`config.mk`:
```
export PLATFORM = sky130hd
export DESIGN_NAME = multicycle_controller
export DESIGN_NICKNAME = d
export VERILOG_FILES = /design/src/rtl/multicycle_controller.sv
export SDC_FILE = /design/constraint.sdc
export NUM_CORES = 1
export LEC_CHECK = 0
export BUFFER_PORTS_ARGS = -buffer_cell sky130_fd_sc_hd__buf_2
export CORE_MARGIN = 2
export CORE_UTILIZATION = 53
export DETAILED_ROUTE_END_ITERATION = 6
export PLACE_DENSITY = 0.85
export SETUP_SLACK_MARGIN = 0.3
export SLEW_MARGIN = 30
export SYNTH_ARGS = -nofsm -noshare
export SYNTH_HDL_FRONTEND = slang
export SYNTH_SLANG_ARGS = --single-unit
```
`constraint.sdc`:
```
create_clock -name clk -period 2.59 [get_ports clk]
set_clock_uncertainty 0.05 [all_clocks]
set_input_delay 0.518 -clock clk [delete_from_list [all_inputs] [get_ports clk]]
set_output_delay 0.518 -clock clk [all_outputs]
set_load 0.05 [all_outputs]
```
`src/rtl/multicycle_controller.sv`:
```
// Multicycle FSM sequencer for the MIPS-subset datapath.
// Walks FETCH/DECODE/EXECUTE/MEM/WRITEBACK and counts retired instructions.
module multicycle_controller #(
    parameter int CNT_W = 32
) (
    input  logic             clk,
    input  logic             rst,
    input  logic [5:0]       opcode,
    input  logic [5:0]       func,
    input  logic             alu_zero,
    input  logic             im_ready,
    input  logic             dm_ready,
    output logic             im_req,
    output logic             dm_req,
    output logic             dm_we,
    output logic             ir_we,
    output logic             pc_we,
    output logic [1:0]       pc_src,
    output logic             rf_we,
    output logic             reg_dst,
    output logic             mem_to_reg,
    output logic             alu_src_b,
    output logic [3:0]       alu_op,
    output logic             illegal,
    output logic [CNT_W-1:0] retired_count
);

    typedef enum logic [2:0] {
        FETCH, DECODE, EXECUTE, MEM, WRITEBACK
    } state_t;

    localparam logic [3:0] OP_ADD = 4'd0;
    localparam logic [3:0] OP_SUB = 4'd1;
    localparam logic [3:0] OP_AND = 4'd2;
    localparam logic [3:0] OP_OR  = 4'd3;
    localparam logic [3:0] OP_SLT = 4'd4;

    state_t           state, state_nx;
    logic [CNT_W-1:0] cnt;
    logic             retire;
    logic             is_rtype, is_lw, is_sw, is_addi, is_beq, is_j;
    logic             rt_ok, legal;
    logic [3:0]       rt_op, dec_op;

    always_comb begin
        is_rtype = (opcode == 6'h00);
        is_lw    = (opcode == 6'h23);
        is_sw    = (opcode == 6'h2B);
        is_addi  = (opcode == 6'h08);
        is_beq   = (opcode == 6'h04);
        is_j     = (opcode == 6'h02);
        rt_ok    = 1'b1;
        rt_op    = OP_ADD;
        case (func)
            6'h20:   rt_op = OP_ADD;
            6'h22:   rt_op = OP_SUB;
            6'h24:   rt_op = OP_AND;
            6'h25:   rt_op = OP_OR;
            6'h2A:   rt_op = OP_SLT;
            default: rt_ok = 1'b0;
        endcase
        legal = (is_rtype && rt_ok) || is_lw || is_sw
              || is_addi || is_beq || is_j;
        dec_op = OP_ADD;
        unique case (1'b1)
            is_rtype: dec_op = rt_op;
            is_beq:   dec_op = OP_SUB;
            default:  dec_op = OP_ADD;
        endcase
    end

    always_comb begin
        state_nx   = state;
        retire     = 1'b0;
        im_req     = 1'b0;
        dm_req     = 1'b0;
        dm_we      = 1'b0;
        ir_we      = 1'b0;
        pc_we      = 1'b0;
        pc_src     = 2'd0;
        rf_we      = 1'b0;
        reg_dst    = 1'b0;
        mem_to_reg = 1'b0;
        alu_src_b  = 1'b0;
        alu_op     = OP_ADD;
        illegal    = 1'b0;
        case (state)
            FETCH: begin
                im_req = 1'b1;
                if (im_ready) begin
                    ir_we    = 1'b1;
                    pc_we    = 1'b1;
                    state_nx = DECODE;
                end
            end
            DECODE: begin
                if (!legal) begin
                    illegal  = 1'b1;
                    state_nx = FETCH;
                end else if (is_j) begin
                    pc_we    = 1'b1;
                    pc_src   = 2'd2;
                    retire   = 1'b1;
                    state_nx = FETCH;
                end else begin
                    alu_op   = dec_op;
                    state_nx = EXECUTE;
                end
            end
            EXECUTE: begin
                alu_op    = dec_op;
                alu_src_b = is_lw || is_sw || is_addi;
                if (is_beq) begin
                    pc_we    = alu_zero;
                    pc_src   = 2'd1;
                    retire   = 1'b1;
                    state_nx = FETCH;
                end else if (is_lw || is_sw) begin
                    state_nx = MEM;
                end else begin
                    state_nx = WRITEBACK;
                end
            end
            MEM: begin
                alu_op = dec_op;
                dm_req = 1'b1;
                dm_we  = is_sw;
                if (dm_ready) begin
                    retire   = is_sw;
                    state_nx = is_sw ? FETCH : WRITEBACK;
                end
            end
            WRITEBACK: begin
                alu_op     = dec_op;
                rf_we      = 1'b1;
                reg_dst    = is_rtype;
                mem_to_reg = is_lw;
                retire     = 1'b1;
                state_nx   = FETCH;
            end
            default: state_nx = FETCH;
        endcase
        // Reset overrides every strobe so a half-done instruction has no effect
        if (rst) begin
            retire     = 1'b0;
            im_req     = 1'b0;
            dm_req     = 1'b0;
            dm_we      = 1'b0;
            ir_we      = 1'b0;
            pc_we      = 1'b0;
            pc_src     = 2'd0;
            rf_we      = 1'b0;
            reg_dst    = 1'b0;
            mem_to_reg = 1'b0;
            alu_src_b  = 1'b0;
            alu_op     = OP_ADD;
            illegal    = 1'b0;
        end
    end

    always_ff @(posedge clk) begin
        if (rst) begin
            state <= FETCH;
            cnt   <= '0;
        end else begin
            state <= state_nx;
            if (retire)
                cnt <= cnt + {{(CNT_W-1){1'b0}}, 1'b1};
        end
    end

    assign retired_count = rst ? '0 : cnt;

endmodule

```
=== After elaboration in Yosys (flattened, before gate mapping) ===
Cells that the tools add are included.

* Reduce and logical (&&, ||, !) cells: 13
* Shift-type cells: 0
* Equal/unequal tests: 16
* Div/mod/pow operators: 0
* Multipliers: 0
* $lt $le $gt $ge: 0
* $add $sub $neg: 1
* Muxes and demuxes: 50
* Bitwise logic cells: 0

{| class="wikitable"
|+ Operators by type and width
! cell !! number
|-
| $eq A6 B6 Y1 const B || 7
|-
| $add A32 B1 Y32 const B || 1
|-
| $mux W32 || 1
|-
| $mux W1 || 29
|-
| $pmux W3 S4 || 2
|-
| $pmux W4 S2 || 2
|-
| $mux W3 || 5
|-
| $mux W4 || 3
|-
| $mux W2 || 5
|-
| $logic_or A1 B1 Y1 || 7
|-
| $eq A3 B2 Y1 const B || 2
|-
| $eq A6 B2 Y1 const B || 1
|-
| $eq A6 B3 Y1 const B || 1
|-
| $eq A6 B4 Y1 const B || 1
|-
| $logic_not A6 Y1 || 1
|-
| $reduce_or A5 Y1 || 1
|-
| $ne A2 B2 Y1 const B || 2
|-
| $pmux W1 S4 || 1
|-
| $pmux W2 S2 || 1
|-
| $eq A3 B1 Y1 const B || 1
|-
| $eq A3 B3 Y1 const B || 1
|-
| $logic_not A3 Y1 || 1
|-
| $pmux W1 S3 || 1
|-
| $reduce_or A3 Y1 || 1
|-
| 2 further kinds || 2
|}

* Latch bits: 0
* Memories: 0
* Flip-flop bits (word level): 35
* Memory bits (writable): 0
* Bits in read-only memories: 0

=== Depth between registers and ports, before layout ===
* Depth in word-level cells: 12
* Mapped depth: 8
* Gate-level depth less buffers: 6

=== Least setup slack after synthesis ===
OpenSTA, ideal clock, no wires.

* Path kind: input-to-output
* From: in opcode[3]
* To: out alu_op[1]
* Data arrival time: 3233 ps
* Path slack: -1211 ps
* Stages: 4
* Path through: or4_4 -> nor4_1 -> nand3b_1 -> nor4b_1

* Word-level cells in the longest chain between the ends: 10
* Elaborated cells on any way between the ends: 17
* Those cells by class: 5 x eq/ne; 5 x mux; 7 x reduce/logical

{| class="wikitable"
|+ Ends and longest elaborated chain
! element !! line !! source
|-
| start: declaration || 8 || <nowiki>input logic [5:0] opcode,</nowiki>
|-
| $logic_not A6 Y1 || 46 || <nowiki>is_rtype = (opcode == 6'h00);</nowiki>
|-
| $logic_and A1 B1 Y1 || 62 || <nowiki>legal = (is_rtype && rt_ok) || is_lw || is_sw</nowiki>
|-
| $logic_or A1 B1 Y1 (2 in series) || 62 ||
|-
| $logic_or A1 B1 Y1 (3 in series) || 63 || <nowiki>|| is_addi || is_beq || is_j;</nowiki>
|-
| $mux W4 || 97 || <nowiki>if (!legal) begin</nowiki>
|-
| $pmux W4 S2 * || 87 || <nowiki>case (state)</nowiki>
|-
| $mux W4 * || 144 || <nowiki>if (rst) begin</nowiki>
|-
| end: declaration || 23 || <nowiki>output logic [3:0] alu_op,</nowiki>
|}

Mark *: on every way between the ends. The rest lies on a longest branch, timed or not.

=== Final worst setup path ===
* From: in opcode[5]
* To: out reg_dst

* Word-level cells in the longest chain between the ends: 3

{| class="wikitable"
|+ Ends and longest elaborated chain
! element !! line !! source
|-
| $logic_not A6 Y1 || 46 ||
|-
| $mux W1 || 87 ||
|-
| $mux W1 || 144 ||
|-
| end: declaration || 20 || <nowiki>output logic reg_dst,</nowiki>
|}

No other way between the ends.

==> results.cfg <==
[place]
gp_congestion = 0.904
dp.final_hpwl_mm = 4.67
io_buffer_count = 63
dp_cells = 435

[finish]
mostFrequentLayoutCells = buf_2, nor2_1, dfxtp_1
synthToLayoutAreaGrowth_pct = 57.2
n_antenna_cell = 0
layout-drive-gt1-share = 0.524
mostFrequentLayoutCell = buf_2
final_cell_count_no_fill = 455
nets = 420

[routing]
vias = 2824
drc = 0
drtIter0Drc = 226
ant_nets = 0
first_pass_iters = 4
drt-wirelength-per-cell_um = 19.7
drt-total-wl_mm = 8.94
routed_via_density = 6.21

[critical_path]
path_cells = buf_6 > or4_4 > buf_6 > buf_6 > buf_6 > buf_6 > nor4_4 > buf_6
crit_arrival_ns = 2.07
crit_type = input port to output port
cpMostUsedCell = buf_6
crit_fanout = 3
worst-path-buf-inv = 6
startpoint_type = input port
max_stage_delay_ns = 0.57
cp_data_required_time_ns = 2.02
cp-end-kind = output port
cp_top_family = buffers and inverters
crit_path_top_delay_cell = or4_4

[synthesis]
syn_inst = 304
ys_seq_elements = 35
synth_ff_type = dfxtp_1
synth_top_cell_by_area = dfxtp_1
async_reset_ff_frac = 0
syn_avg_cell_area_um2 = 7.84
yosysSeqAreaShare = 0.294
synth_area_um2 = 2380
synth_nets = 322
synth.distinct_cells = 48
synth_top_area_frac = 0.294
synth_area_leaders = dfxtp_1, mux2_2, nor2b_1, nor2_1, a21oi_1
synth_edf_count = 0
yosys_warnings = 0

[power]
ir_drop_v = 0.000331
power_mw = 1.11
p_leak_nw = 1.47
power_density_nw_per_um2 = 295

[timing]
fmax_ghz = 0.379
slew_violations = 0
setup_viol = 4
rsz0062_at_grt = true
final.min_clock_period_ns = 2.64
layout_setup_ws_ns = -0.0474
finalHoldViolCount = 0
fin_crit_sh = 1.02

[outcome]
status = complete, but fails checks
violations = setup timing

[global_route]
grt_remaining_overflow = 0
grt_pass1_vias = 2560
grt_max_degree = 39
grt_util_all_layers = 0.284
antenna_found_initial = 0
grt_pass1_wl_mm = 11.6

[clock_tree]
numCtsBuffers = 5
clock_sinks = 35
hold_buffers = 0
ctsHtreeMaxLevel = 2
clkTransAtPathRegs_ns = 0.07
root_buffer = clkbuf_8
cts_buffer_depth = 2
cts_tree = done
clk_latency_ns = 0.30

[floorplanning]
core_area_um2 = 4350
die_h_um = 71.1
io_pins = 65
rows = 24
dieArea_um2 = 5050
start_util = 0.548
die_w_um = 71.1

[min_path]
worstHoldPathType = input port to flip-flop

[flow_run]
cap_violations = 0
## logic make-up after synthesis
group | synth area share
muxes | 0.150
xor gates and xnor gates | 0.00367
and+or+nand+nor | 0.376
buffers and inverters | 0.0425
adders and majority gates | 0.00525
AOI/OAI and AO/OA | 0.127
DFF | 0.294
other | 0.00157
## worst reg2reg max path, stage by stage, from the launching register on
cell      delay [ns]
dfxtp_1         0.44
nand4_1         0.28
nor3_1          0.40
nand3_1         0.36
a211oi_2        0.36
mux2_2          0.37
## area by class of cell
cell class	instances	area [um^2]
flip-flops and latches	35	701
clock buffers	6	72.6
inverters	5	18.8
repair buffers	108	790
fillers	209	604
multi-input cells	247	2090
clock inverters	2	12.5
well taps	52	65.1
## report_power, final
| group | leakage, nW | switching (mW) | total (mW) | internal (mW) |
|---|---|---|---|---|
| Combinational | 1.15 | 0.103 | 0.163 | 0.0607 |
| Clock | 0.0412 | 0.215 | 0.403 | 0.188 |
| Sequential | 0.282 | 0.000755 | 0.540 | 0.539 |
## state kept, by name (all words and copies together) (netlist names)
name and count:
cnt 32, state 3
## Yosys cell counts (all sizes together) (4+ instances only)
library cell,count
a211oi,10
dfxtp,35
nand2,18
mux2,30
and3,4
nor4,5
nand4,11
nor2b,34
nand3b,5
nand3,16
nor3,10
a21oi,24
buf,7
inv,5
nor2,43
nand2b,5
clkbuf,11
## timing repair
action / 4_1_cts / 5_1_grt
buffers inserted: 8 / 3
setup endpoints to repair: 33 / 38
cloned: 1 / 0
gates resized for setup: 39 / 57
pin swaps: 14 / 16
## per-layer routing
| layer | wire length [um] | part of all wire | GRT usage | vias up |
|---|---|---|---|---|
| met5 | 0 | 0 | 0 | - |
| met4 | 269 | 0.030 | 0.105 | 0 |
| met3 | 543 | 0.061 | 0.0556 | 29 |
| met2 | 4700 | 0.53 | 0.497 | 163 |
| met1 | 3430 | 0.38 | 0.344 | 1354 |
| li1 | - | - | - | 1278 |
## per-stage QoR
step                TNS (ns)  hold WS (ns)  worst slack [ns]  utilization  cell area, um^2
detailed placement     -2.11         0.486            -0.194        0.719             3130
CTS                        0         0.503            0.0197        0.793             3450
global placement       -1.53         0.469            -0.160        0.719             3130
floorplan             -0.307         0.453            -0.211            -             2610
global route          -0.315         0.549           -0.0893        0.861             3750
finish               -0.0956         0.522           -0.0474        0.861             3750
## path summary, 6_finish.rpt
kind	start	slack, ns	cells past startpoint	endpoint
setup / recovery	opcode[5]	-0.05	8	reg_dst
hold / removal	dm_ready	0.52	3	state[2]
setup reg to reg	cnt[14]	0.24	5	cnt[31]
hold reg to reg	cnt[29]	0.53	2	cnt[29]
No activity file was read; power rests on OpenSTA's default activity.
